--- src/rtl/uart_pkg.sv ---
// Shared UART constants, sync byte default and frame assembler state encoding.
// Imported by the UART receiver side blocks and the frame assembler.
package uart_pkg;

  localparam int unsigned CLK_HZ      = 60_000_000;
  localparam int unsigned BAUD        = 9600;
  localparam int unsigned BIT_CYCLES  = CLK_HZ / BAUD;
  localparam int unsigned BYTE_CYCLES = BIT_CYCLES * 10;
  localparam int unsigned TIMEOUT_DEF = BYTE_CYCLES * 4;

  localparam logic [7:0] SYNC_BYTE_DEF = 8'hA5;

  typedef enum logic [1:0] {
    ST_HUNT,
    ST_COLLECT,
    ST_CHECK,
    ST_HOLD
  } fa_state_e;

endpackage

--- src/rtl/uart_byte_timer.sv ---
// Inter-byte watchdog: counts enabled cycles, expired_o pulses on the last one.
// Ports: clk, rst_n (async low), clear_i, enable_i, expired_o.
module uart_byte_timer #(
  parameter int unsigned TIMEOUT_CYCLES = 250000
) (
  input  logic clk,
  input  logic rst_n,
  input  logic clear_i,
  input  logic enable_i,
  output logic expired_o
);

  localparam int unsigned TW =
    (TIMEOUT_CYCLES > 1) ? $clog2(TIMEOUT_CYCLES) : 1;
  localparam logic [TW-1:0] LAST = TW'(TIMEOUT_CYCLES - 1);

  logic [TW-1:0] cnt_q, cnt_d;

  // A clear in the same cycle (byte arrived) beats expiry.
  assign expired_o = enable_i && !clear_i && (cnt_q == LAST);

  // Restart on expiry so the count never wraps.
  always_comb begin
    cnt_d = cnt_q;
    if (clear_i || expired_o) begin
      cnt_d = '0;
    end else if (enable_i) begin
      cnt_d = cnt_q + 1'b1;
    end
  end

  always_ff @(posedge clk or negedge rst_n) begin
    if (!rst_n) begin
      cnt_q <= '0;
    end else begin
      cnt_q <= cnt_d;
    end
  end

endmodule

--- src/rtl/uart_frame_assembler.sv ---
// Hunts for SYNC, collects NUM_BYTES payload, checks XOR sum, presents frame.
// Ports: clk, reset (async low), rx_byte/rx_valid in, frame_* handshake, status pulses.
module uart_frame_assembler
  import uart_pkg::*;
#(
  parameter int unsigned NUM_BYTES      = 8,
  parameter logic [7:0]  SYNC_BYTE      = SYNC_BYTE_DEF,
  parameter int unsigned TIMEOUT_CYCLES = TIMEOUT_DEF
) (
  input  logic                   clk,
  input  logic                   reset,
  input  logic [7:0]             rx_byte,
  input  logic                   rx_valid,
  output logic [8*NUM_BYTES-1:0] frame_data,
  output logic                   frame_valid,
  input  logic                   frame_ready,
  output logic                   busy,
  output logic                   chk_err,
  output logic                   timeout,
  output logic                   overrun
);

  localparam int unsigned IW = $clog2(NUM_BYTES);
  localparam logic [IW-1:0] LAST_IDX = IW'(NUM_BYTES - 1);

  fa_state_e state_q, state_d;
  logic [IW-1:0] idx_q, idx_d;
  logic [7:0] chk_q, chk_d;
  logic [8*NUM_BYTES-1:0] lanes_q, lanes_d;
  logic [8*NUM_BYTES-1:0] data_q, data_d;
  logic busy_q, valid_q;
  logic chk_err_q, chk_err_d;
  logic tmo_q, tmo_d;
  logic ovr_q, ovr_d;
  logic in_frame;
  logic tmr_exp;

  assign in_frame = (state_q == ST_COLLECT) || (state_q == ST_CHECK);

  uart_byte_timer #(
    .TIMEOUT_CYCLES(TIMEOUT_CYCLES)
  ) u_timer (
    .clk      (clk),
    .rst_n    (reset),
    .clear_i  (rx_valid || !in_frame),
    .enable_i (in_frame),
    .expired_o(tmr_exp)
  );

  // Payload lands in lanes_q; data_q only copies it once the checksum
  // matches, so a bad frame never disturbs the presented word.
  always_comb begin
    state_d   = state_q;
    idx_d     = idx_q;
    chk_d     = chk_q;
    lanes_d   = lanes_q;
    data_d    = data_q;
    chk_err_d = 1'b0;
    tmo_d     = 1'b0;
    ovr_d     = 1'b0;
    unique case (state_q)
      ST_HUNT: begin
        if (rx_valid && rx_byte == SYNC_BYTE) begin
          state_d = ST_COLLECT;
          idx_d   = '0;
          chk_d   = '0;
        end
      end
      ST_COLLECT: begin
        if (rx_valid) begin
          lanes_d[idx_q*8 +: 8] = rx_byte;
          chk_d = chk_q ^ rx_byte;
          idx_d = idx_q + 1'b1;
          if (idx_q == LAST_IDX) begin
            state_d = ST_CHECK;
          end
        end else if (tmr_exp) begin
          tmo_d   = 1'b1;
          state_d = ST_HUNT;
        end
      end
      ST_CHECK: begin
        if (rx_valid) begin
          if (rx_byte == chk_q) begin
            state_d = ST_HOLD;
            data_d  = lanes_q;
          end else begin
            chk_err_d = 1'b1;
            state_d   = ST_HUNT;
          end
        end else if (tmr_exp) begin
          tmo_d   = 1'b1;
          state_d = ST_HUNT;
        end
      end
      ST_HOLD: begin
        if (rx_valid) begin
          ovr_d = 1'b1;
        end
        if (frame_ready) begin
          state_d = ST_HUNT;
        end
      end
      default: state_d = ST_HUNT;
    endcase
  end

  always_ff @(posedge clk or negedge reset) begin
    if (!reset) begin
      state_q   <= ST_HUNT;
      idx_q     <= '0;
      chk_q     <= '0;
      lanes_q   <= '0;
      data_q    <= '0;
      busy_q    <= 1'b0;
      valid_q   <= 1'b0;
      chk_err_q <= 1'b0;
      tmo_q     <= 1'b0;
      ovr_q     <= 1'b0;
    end else begin
      state_q   <= state_d;
      idx_q     <= idx_d;
      chk_q     <= chk_d;
      lanes_q   <= lanes_d;
      data_q    <= data_d;
      busy_q    <= (state_d != ST_HUNT);
      valid_q   <= (state_d == ST_HOLD);
      chk_err_q <= chk_err_d;
      tmo_q     <= tmo_d;
      ovr_q     <= ovr_d;
    end
  end

  assign frame_data  = data_q;
  assign frame_valid = valid_q;
  assign busy        = busy_q;
  assign chk_err     = chk_err_q;
  assign timeout     = tmo_q;
  assign overrun     = ovr_q;

endmodule

--- config.mk ---
export PLATFORM = sky130hd
export DESIGN_NAME = uart_frame_assembler
export DESIGN_NICKNAME = d
export VERILOG_FILES = /design/src/rtl/uart_pkg.sv /design/src/rtl/uart_byte_timer.sv /design/src/rtl/uart_frame_assembler.sv
export SDC_FILE = /design/constraint.sdc
export NUM_CORES = 1
export LEC_CHECK = 0
export ABC_AREA = 1
export CAP_MARGIN = 20
export CORE_MARGIN = 2
export CORE_UTILIZATION = 55
export DETAILED_ROUTE_END_ITERATION = 16
export GPL_ROUTABILITY_DRIVEN = 1
export PLACE_DENSITY = 0.83
export SYNTH_ARGS = -nofsm -noshare
export SYNTH_HDL_FRONTEND = slang
export SYNTH_SLANG_ARGS = --single-unit
--- constraint.sdc ---
create_clock -name clk -period 3 [get_ports clk]
set_input_delay 0.75 -clock clk [delete_from_list [all_inputs] [get_ports clk]]
set_output_delay 0.75 -clock clk [all_outputs]
set_load 0.03 [all_outputs]
==> impl_metrics.py <==
metrics = {
    "status": {
        "result_of_the_run": "finished, final reports clean",
    },
    "cts": {
        "hold_buffers": 0,
        "cts_repair_resize_count": 0,
        "clock_tree.root_cell": "sky130_fd_sc_hd__clkbuf_16",
        "postCtsSetupBuffers": 0,
        "clock_path_buffers": 2,
        "cts_tree": "done",
        "tritoncts.num_buffers": 17,
        "h-tree-depth": 4,
        "cts.sink_count": 164,
        "path_clk_slew_ns": 0.06,
        "clk_latency_ns": 0.42,
    },
    "placement": {
        "placedCellCount": 949,
        "routabilityCongestion": 0.877,
        "pre_cts_ws_ns": 0.172,
        "dpl.hpwl_um": 10700,
        "numPortBuffers": 80,
    },
    "finish": {
        "areaGrowthSynthToFinish_pct": 23.4,
        "antenna_cells_inserted": 0,
        "stdcell_count": 981,
        "drive_above_1_share": 0.137,
        "filler_cell_count": 905,
        "finalNetCount": 821,
        "area.sequential_sq_mm": 0.00410,
        "multiInputGateArea_sq_mm": 0.00261,
    },
    "worst_setup_path": {
        "r2r_setup_slack_ns": 0.49,
        "cp.required_ns": 3.33,
        "setup.worst_path.start": "idx_q[0]",
        "endpoint": "lanes_q[4]",
        "crit_path_cell_trace": "inv_1, ha_1, inv_2, nand2_1, nor2_1, nand3_1, o21ai_0",
        "critPathMaxStageDelay_ns": 0.53,
        "timing.critical_path.arrival_ns": 2.84,
        "criticalPathCategory": "reg2reg",
        "critPathSlowestCell": "sky130_fd_sc_hd__dfrtp_1",
        "setup.worst_path.end_class": "flip-flop",
        "crit-reg2reg-launch": "idx_q[0]",
        "r2r-end": "lanes_q[4]",
        "critical_path_peak_fanout": 19,
        "timing.critical_path.from_type": "flip-flop",
        "worstRegToRegCells": 7,
    },
    "yosys": {
        "synth.cell_area_sq_mm": 0.00714,
        "synth_cell_types": 33,
        "post_synth_inst_count": 709,
        "synth_top_area_frac": 0.575,
        "synth.net_count": 734,
        "synth.largest_area_cell": "sky130_fd_sc_hd__dfrtp_1",
        "synth_most_common_cell": "sky130_fd_sc_hd__nand2_1",
        "avgSynthCellArea_sq_um": 10.1,
        "synthTopCellsByArea": "sky130_fd_sc_hd__dfrtp_1 (57%), sky130_fd_sc_hd__nand2_1 (10%), sky130_fd_sc_hd__mux2_2 (7.1%), sky130_fd_sc_hd__inv_1 (3.4%), sky130_fd_sc_hd__o21ai_0 (3.4%)",
        "async_reset_ff_frac": 1.00,
        "synth_edf_count": 0,
        "synth_sequential_area_ratio": 0.575,
        "ys.warnings.count": 0,
        "synth-seq-cells": 164,
        "yosys_most_used_dff": "sky130_fd_sc_hd__dfrtp_1",
        "synth_common_cells": "sky130_fd_sc_hd__nand2_1 (192), sky130_fd_sc_hd__dfrtp_1 (164), sky130_fd_sc_hd__inv_1 (65)",
    },
    "routing": {
        "number_of_nets_with_antenna_violations_after_routing": 0,
        "via_per_instance_ratio": 5.36,
        "detailedRoute.firstPassIterationCount": 5,
        "drc": 0,
        "drt-wirelength-per-cell_um": 15.7,
        "dr.first_iter.drc_count": 341,
        "num_vias": 5258,
        "routed_wl_um": 15400,
    },
    "sta": {
        "slew_headroom": 0.426,
        "setup-tns-final_ns": 0,
        "final-max-slew-violation-count": 0,
        "hold_viol_final": 0,
        "ratio_of_final_minimum_period_to_clock_period": 0.837,
        "post-route-min-period_ns": 2.51,
        "fin_worst_skew_ns": 0.00693,
        "setup_violations": 0,
        "fmax_mhz": 398,
        "post-route-worst-setup-slack_ns": 0.488,
        "max_slew.worst_pin.slew_ns": 0.858,
        "rsz0062_at_grt": "false",
    },
    "power": {
        "total_switching_power_w": 0.00195,
        "vdd_ir_drop_max_mv": 0.440,
        "power_density_mw_per_mm2": 740,
        "power.sequential.fraction": 0.415,
        "power_report.internal_total_w": 0.00457,
        "static-leakage-power_nw": 4.29,
        "clockPowerShare": 0.382,
        "total_power_w": 0.00652,
        "share_comb_of_total_power": 0.203,
        "sw_frac_of_total": 0.299,
    },
    "die": {
        "fp-row-count": 41,
        "floorplan.core_area_sq_mm": 0.0127,
        "die_area_sq_mm": 0.0139,
        "fp.dieW_um": 118,
        "floorplan.io_pins": 81,
        "dieHeight_um": 118,
        "initial_utilization": 0.563,
    },
    "job": {
        "maxCapViolCount": 0,
    },
    "grt": {
        "via_count_of_the_first_global_routing_pass": 5326,
        "gr-total-overflow": 0,
        "grt_max_degree": 89,
        "grt_use_total": 0.236,
        "grt_first_pass_wirelength_um": 26000,
        "grt_antenna_before_repair": 0,
    },
    "min_path": {
        "hold_path.class": "in2async",
    },
}
==> per-layer routing <==
| layer | track usage | vias to the layer above | part of all wire |
|---|---|---|---|
| li1 | - | 2484 | - |
| met1 | 0.287 | 2585 | 0.42 |
| met2 | 0.402 | 158 | 0.51 |
| met3 | 0.0494 | 31 | 0.044 |
| met4 | 0.115 | 0 | 0.025 |
| met5 | 0 | - | 0 |
==> cell usage in the layout, fill, tap and decap left out, types with 10 or more instances in the layout <==
cell type / synthesis / routed
sky130_fd_sc_hd__nor3_1: 25 / 25
sky130_fd_sc_hd__dfrtp_1: 164 / 164
sky130_fd_sc_hd__nand3_1: 17 / 17
sky130_fd_sc_hd__o21ai_0: 48 / 48
sky130_fd_sc_hd__clkdlybuf4s50_1: 0 / 79
sky130_fd_sc_hd__clkbuf_16: 0 / 17
sky130_fd_sc_hd__ha_1: 13 / 13
sky130_fd_sc_hd__mux2_2: 45 / 45
sky130_fd_sc_hd__inv_2: 10 / 10
sky130_fd_sc_hd__o21a_1: 22 / 22
sky130_fd_sc_hd__nand2_1: 192 / 192
sky130_fd_sc_hd__nor2_1: 32 / 32
sky130_fd_sc_hd__inv_1: 65 / 65
==> worst min path at each step <==
| stage | end | slack, ns | startpoint |
|---|---|---|---|
| 4_1_cts | frame_data[52] | 0.26 | reset |
| 3_3_place_gp | lanes_q[23] | 0.46 | lanes_q[23] |
| 6_report | frame_data[52] | 0.24 | reset |
| 3_5_place_dp | lanes_q[23] | 0.47 | lanes_q[23] |
| 5_1_grt | frame_data[51] | 0.26 | reset |
| 2_1_floorplan | lanes_q[16] | 0.44 | lanes_q[16] |
==> critical path, delay by kind of cell, from the launching register on <==
kind	cells	cell delay, ns
AND/OR/NAND/NOR	3	0.56
flip-flops	1	0.53
buffers and inverters	2	0.51
adder cells (fa/ha/maj)	1	0.49
AO/OA/AOI/OAI	1	0.32
==> kinds of logic after synthesis <==
logic type | after synthesis | share of synthesized area
AOI/OAI and AO/OA | 81 | 0.0652
xor gates and xnor gates | 5 | 0.00613
adders and majority gates | 13 | 0.0228
buffers and inverters | 96 | 0.0594
DFF | 164 | 0.575
muxes | 54 | 0.0852
and+or+nand+nor | 296 | 0.186
==> power groups by stage <==
stage / clock (W) / combinational, W / sequential (W)
floorplan: 0 / 0.000864 / 0.00276
global placement: 0 / 0.00124 / 0.00272
detailed placement: 0 / 0.00131 / 0.00274
CTS: 0.00251 / 0.00132 / 0.00270
global route: 0.00262 / 0.00148 / 0.00275
finish: 0.00249 / 0.00132 / 0.00271
==> flip-flops by register name (all words and copies together), names as in the netlist <==
| signal | cells |
|---|---|
| lanes_q | 64 |
| u_timer.cnt_q | 18 |
| timeout | 1 |
| busy | 1 |
| overrun | 1 |
| frame_data | 64 |
| idx_q | 3 |
| frame_valid | 1 |
| chk_err | 1 |
| chk_q | 8 |
| state_q | 2 |
==> per-stage QoR <==
stage               hold WS (ns)  utilization  area, sq um
detailed placement         0.465        0.641         8120
finish                     0.241        0.695         8810
global placement           0.457        0.641         8120
CTS                        0.261        0.695         8810
global route               0.260        0.695         8810
floorplan                  0.436            -         7140
==> layout make-up <==
type / instances / share of cell area
inverters: 75 / 0.0320
clock inverters: 12 / 0.0256
repair buffers: 89 / 0.103
flip-flops and latches: 164 / 0.466
multi-input cells: 449 / 0.296
well taps: 172 / 0.0244
clock buffers: 20 / 0.0530
No activity file was read; power rests on OpenSTA's default activity.
==> patch 1, RTL diff (same flow settings) <==
Take the reset off `data_q` and load it in a clocked block of its own.
--- a/src/rtl/uart_frame_assembler.sv
+++ b/src/rtl/uart_frame_assembler.sv
@@ -113,3 +113,2 @@
       lanes_q   <= '0;
-      data_q    <= '0;
       busy_q    <= 1'b0;
@@ -124,3 +123,2 @@
       lanes_q   <= lanes_d;
-      data_q    <= data_d;
       busy_q    <= (state_d != ST_HUNT);
@@ -131,2 +129,6 @@
     end
+  end
+
+  always_ff @(posedge clk) begin
+    data_q <= data_d;
   end
Formal check against the unedited RTL: no difference found for any inputs over 10 cycles, from zero or initial values and one cycle with reset low; that may be too few to reach the edited logic, so the function may still have changed.
==> patch 1 against the unedited design <==
- sequential share of layout area rose by 7.0 points
- sequential cell count did not move
- clock power fell by 22%
- count of clock-buffer cells in the layout did not move
- critical path depth rose by 1
- die area fell by 6.7%
- non-clock buffer count fell by 1
- area after synthesis fell by 6.9%
- first-iteration DRC count rose by 7.3%
- worst setup slack got worse by 120 ps
- final area fell by 6.3%
- power fell by 9.0%
- routed wire length fell by 11%
==> patch 1: results (changes against the unedited design) <==
* GP Congestion at 0.8769 (about the same)
* Crit Reg-Reg Endpoint: lanes_q[7]
* Global Route Usage Sum at 22.78% (-0.85 points)
* FF-to-FF setup slack at 370 ps (-120 ps)
* # DRC at 0 (unchanged)
* Post-synthesis cell type count at 29 (-12%)
* Worst-Margin Slew at 878.3 ps (+20.81 ps)
* Routed via count at 4627 (-12%)
* Cell Count, Final, Fillers Out at 867 (-12%)
* Status: finished, final reports clean
* Layout cells sized above 1 at 10.14% (-3.6 points)
* Nets at 732 (-11%)
* Post-synth top cells: nand2_1, dfrtp_1, inv_1, edfxtp_1, o21ai_0
* Post-CTS setup repair buffer count at 0 (unchanged)
* Critical Path AT at 2920 ps (+80 ps)
* Placed Cells at 835 (-12%)
* Pleak at 3.705 nW (-14%)
* Synth Warn # at 0 (unchanged)
* Drt initial violations at 366 (+7.3%)
* Number of global-route vias before repair at 4712 (-12%)
* Area after DPL at 7727 µm² (-4.8%)
* Worst reg-to-reg path cell count at 8 (+1)
* # H-tree levels at 4 (unchanged)
* Post-DP HPWL at 9584 µm (-11%)
* Syn_nets at 637 (-13%)
* Largest net degree at the start of global routing at 53 (-40%)
* Syn Area/Cell at 10.86 µm² (+7.9%)
* Per-cell routed wire length at 15.87 µm (+1.0%)
* Clock Tree Buf Depth at 2 (unchanged)
* Sequential fraction of the synthesis area at 66.57% (+9.1 points)
* EDFF count, synth at 64 (+64)
* First-pass GRT wire length at 22530 µm (-14%)
* Initial antenna violation count at 0 (unchanged)
* Fraction of registers with async set/reset at 60.98% (-39 points)
## patch 1: changes by cell type after synthesis, moves of 3 or more
cell / before / now
o21a_1: 22 / 6
dfrtp_1: 164 / 100
buf_2: 9 / 5
inv_1: 65 / 70
nor2_1: 32 / 36
nor4_1: 6 / 3
nand4_1: 7 / 4
nand2_1: 192 / 168
inv_2: 10 / 2
mux2_1: 9 / 0
mux2_2: 45 / 12
nand3_1: 17 / 23
buf_6: 6 / 2
edfxtp_1: 0 / 64
## patch 1: logic make-up (layout without fill, tap and decap cells)
logic type      Yosys count  count (layout)  share of synthesized area [%]
xor+xnor                  3               3                         0.3954
buf+inv                  84             192                          5.177
mux                      12              12                          2.033
compound gates           65              65                          5.215
simple gates            271             271                          18.17
flops                   164             164                          66.57
fa+ha+maj                13              13                          2.447
## patch 1: how the worst min path moves through the flow
stage	to	slack [ps]	cells after the start
after global routing	timeout	400	1
after detailed placement	frame_data[20]	430	0
after global placement	frame_data[53]	430	0
after CTS	timeout	370	1
final	lanes_q[22]	360	1
after floorplan	frame_data[10]	420	0
## patch 1: layout make-up
type | instances | area, µm²
sequential | 164 | 4424
inverter | 72 | 336.6
multi-input combinational | 364 | 1899
tap | 147 | 183.9
clock inverter | 12 | 91.34
fill | 858 | 3656
timing repair buffer | 88 | 883.3
clock buffer | 20 | 436.7
## patch 1: power breakdown
group	internal (mW)	switching [mW]
Combinational	0.371	0.813
Sequential	2.60	0.194
Clock	1.12	0.826
Total	4.10	1.83
## patch 1: per-stage QoR
step / setup WS (ps) / TNS [ps] / total power, mW
finish: 366.3 / 0 / 5.932
global route: 164.4 / 0 / 6.232
CTS: 395.9 / 0 / 5.960
detailed placement: 182.9 / 0 / 3.985
global placement: 196.6 / 0 / 3.901
floorplan: -119.3 / -7633 / 3.635
## patch 1: per-layer routing
metal	routed length (µm)	part of all wire [%]	GRT usage [%]
met3	829	6.0	6.323
met4	408	3.0	10.89
met5	0	0	0
met2	7078	51	38.29
met1	5443	40	27.30
==> patch 2, RTL diff (config.mk and constraints unchanged) <==
Without the edit above. Set the package constant `CLK_HZ` to 120_000_000 (it was 60_000_000).
--- a/src/rtl/uart_pkg.sv
+++ b/src/rtl/uart_pkg.sv
@@ -4,3 +4,3 @@
 
-  localparam int unsigned CLK_HZ      = 60_000_000;
+  localparam int unsigned CLK_HZ      = 120_000_000;
   localparam int unsigned BAUD        = 9600;
Formal check against the unedited RTL: no difference found for any inputs over 10 cycles, from zero or initial values and one cycle with reset low; that may be too few to reach the edited logic, so the function may still have changed.
==> patch 2 against the unedited design <==
- area after synthesis is 5.3% higher
- worst setup slack worse by 80 ps
- die area up 5.1%
- sequential cell count grew 1
- global-route usage is 1.7 points higher
- count of clock-buffer cells in the layout unchanged
- routed wire length is 11% higher
- final area up 3.2%
- critical path type unchanged
- critical endpoint is now lanes_q[48]
Power is not compared: it rests on default switching activity, and its combinational part moved more than twofold at a synthesized area within 25%.
==> patch 2: results (changes against the unedited design) <==
* Drt initial violations at 447 (+31%)
* Global Route Usage Sum at 25.33% (+1.7 points)
* Met2 wire len at 8192 µm (+4.6%)
* Post-synthesis cell type count at 42 (+27%)
* Worst skew pair latency at 440 ps (+20 ps)
* Layout cells sized above 1 at 19.50% (+5.8 points)
* Worst slew margin at 43.37% (+0.79 points)
* Met3 GRT Util at 5.545% (+0.60 points)
* Total clock buffers created by CTS at 17 (unchanged)
* Adder-cell share of the synthesized area at 1.665% (-0.61 points)
* Commonest register cell after synthesis: dfrtp_1
* First-pass GRT wire length at 28450 µm (+9.2%)
* Sequential fraction of the synthesis area at 54.95% (-2.5 points)
* Clock group at 2.13 mW
* Hold Buf Count CTS at 0 (unchanged)
* Post-synth top cells: dfrtp_1, nand2_1, mux2_4, o21ai_0, inv_1
* Nets at 809 (-1.5%)
* Worst reg-to-reg path cell count at 9 (+2)
* 1st-pass router iterations at 5 (unchanged)
* Area after DPL at 8504 µm² (+4.8%)
* Vias/cell at 5.623 (+4.9%)
* Per-cell routed wire length at 17.60 µm (+12%)
* Met3 wire len at 1070 µm (+59%)
* Setup Skew at 12.73 ps (+5.804 ps)
* FF-to-FF setup slack at 410 ps (-80 ps)
* Syn_nets at 715 (-2.6%)
* Slowest stage delay, CP at 560 ps (+30 ps)
* Met2 GRT Util at 39.50% (-0.65 points)
* Met1 GRT Util at 35.31% (+6.6 points)
* PortBufs at 80 (unchanged)
* Post-CTS setup repair buffer count at 0 (unchanged)
* Filler Cell Count at 961 (+6.2%)
* Synth Area in Compound Gates at 6.195% (-0.33 points)
* Number of global-route vias before repair at 5358 (+0.60%)
* Mux cell area share after synthesis at 13.04% (+4.5 points)
* Critical Path Fanout Max at 13 (-6)
* Met1 Wirelength at 7604 µm (+17%)
* Post-DP HPWL at 11990 µm (+12%)
* Sw power at 1.140 mW
* Largest cells by area after synthesis: dfrtp_1, mux2_4, nand2_1
* PostCTS Resize Cnt at 0 (unchanged)
* Syn Area/Cell at 10.84 µm² (+7.7%)
* GP Congestion at 0.9511 (+8.5%)
* Final wirelength at 17180 µm (+11%)
* CP endpoint: lanes_q[48]
* Largest net degree at the start of global routing at 60 (-33%)
* P_seq at 2.32 mW
* Root Buffer: clkbuf_16
* Clock Tree Buf Depth at 2 (unchanged)
* Post-Synth XOR/XNOR Area at 0.6994% (+0.086 points)
* Status: finished, final reports clean
* CP startpoint: idx_q[0]
* Placed Cells at 944 (-0.53%)
* Critical Path AT at 2920 ps (+80 ps)
* Storage cell area at 4129 µm² (+0.61%)
patch 2: cell types whose count changed in the layout (fill, tap and decap cells not counted), sizes merged, moves of 5 or more:
cell	before	now
bufinv	6	1
inv	75	56
o31ai	0	23
buf	10	19
nor4	8	3
o21ai	48	40
nand2	195	175
nand3	17	35
mux2	54	67
o21a	22	1
patch 2: cell type report:
type | instances | area share [%]
Timing Repair Buffer | 98 | 10.86
Inverter | 51 | 2.107
Clock inverter | 12 | 1.280
Multi-Input combinational cell | 454 | 32.75
Sequential cell | 165 | 45.44
Tap cell | 176 | 2.423
Clock buffer | 20 | 5.136
patch 2: per-stage QoR:
stage / total power, mW / hold slack [ps] / setup slack (ps)
final: 4.721 / 219.7 / 407.9
after floorplan: 2.499 / 442.1 / 723.1
after global routing: 4.887 / 239.0 / 228.7
after global placement: 2.618 / 462.8 / 184.6
after CTS: 4.743 / 221.3 / 469.4
after detailed placement: 2.627 / 470.6 / 147.9
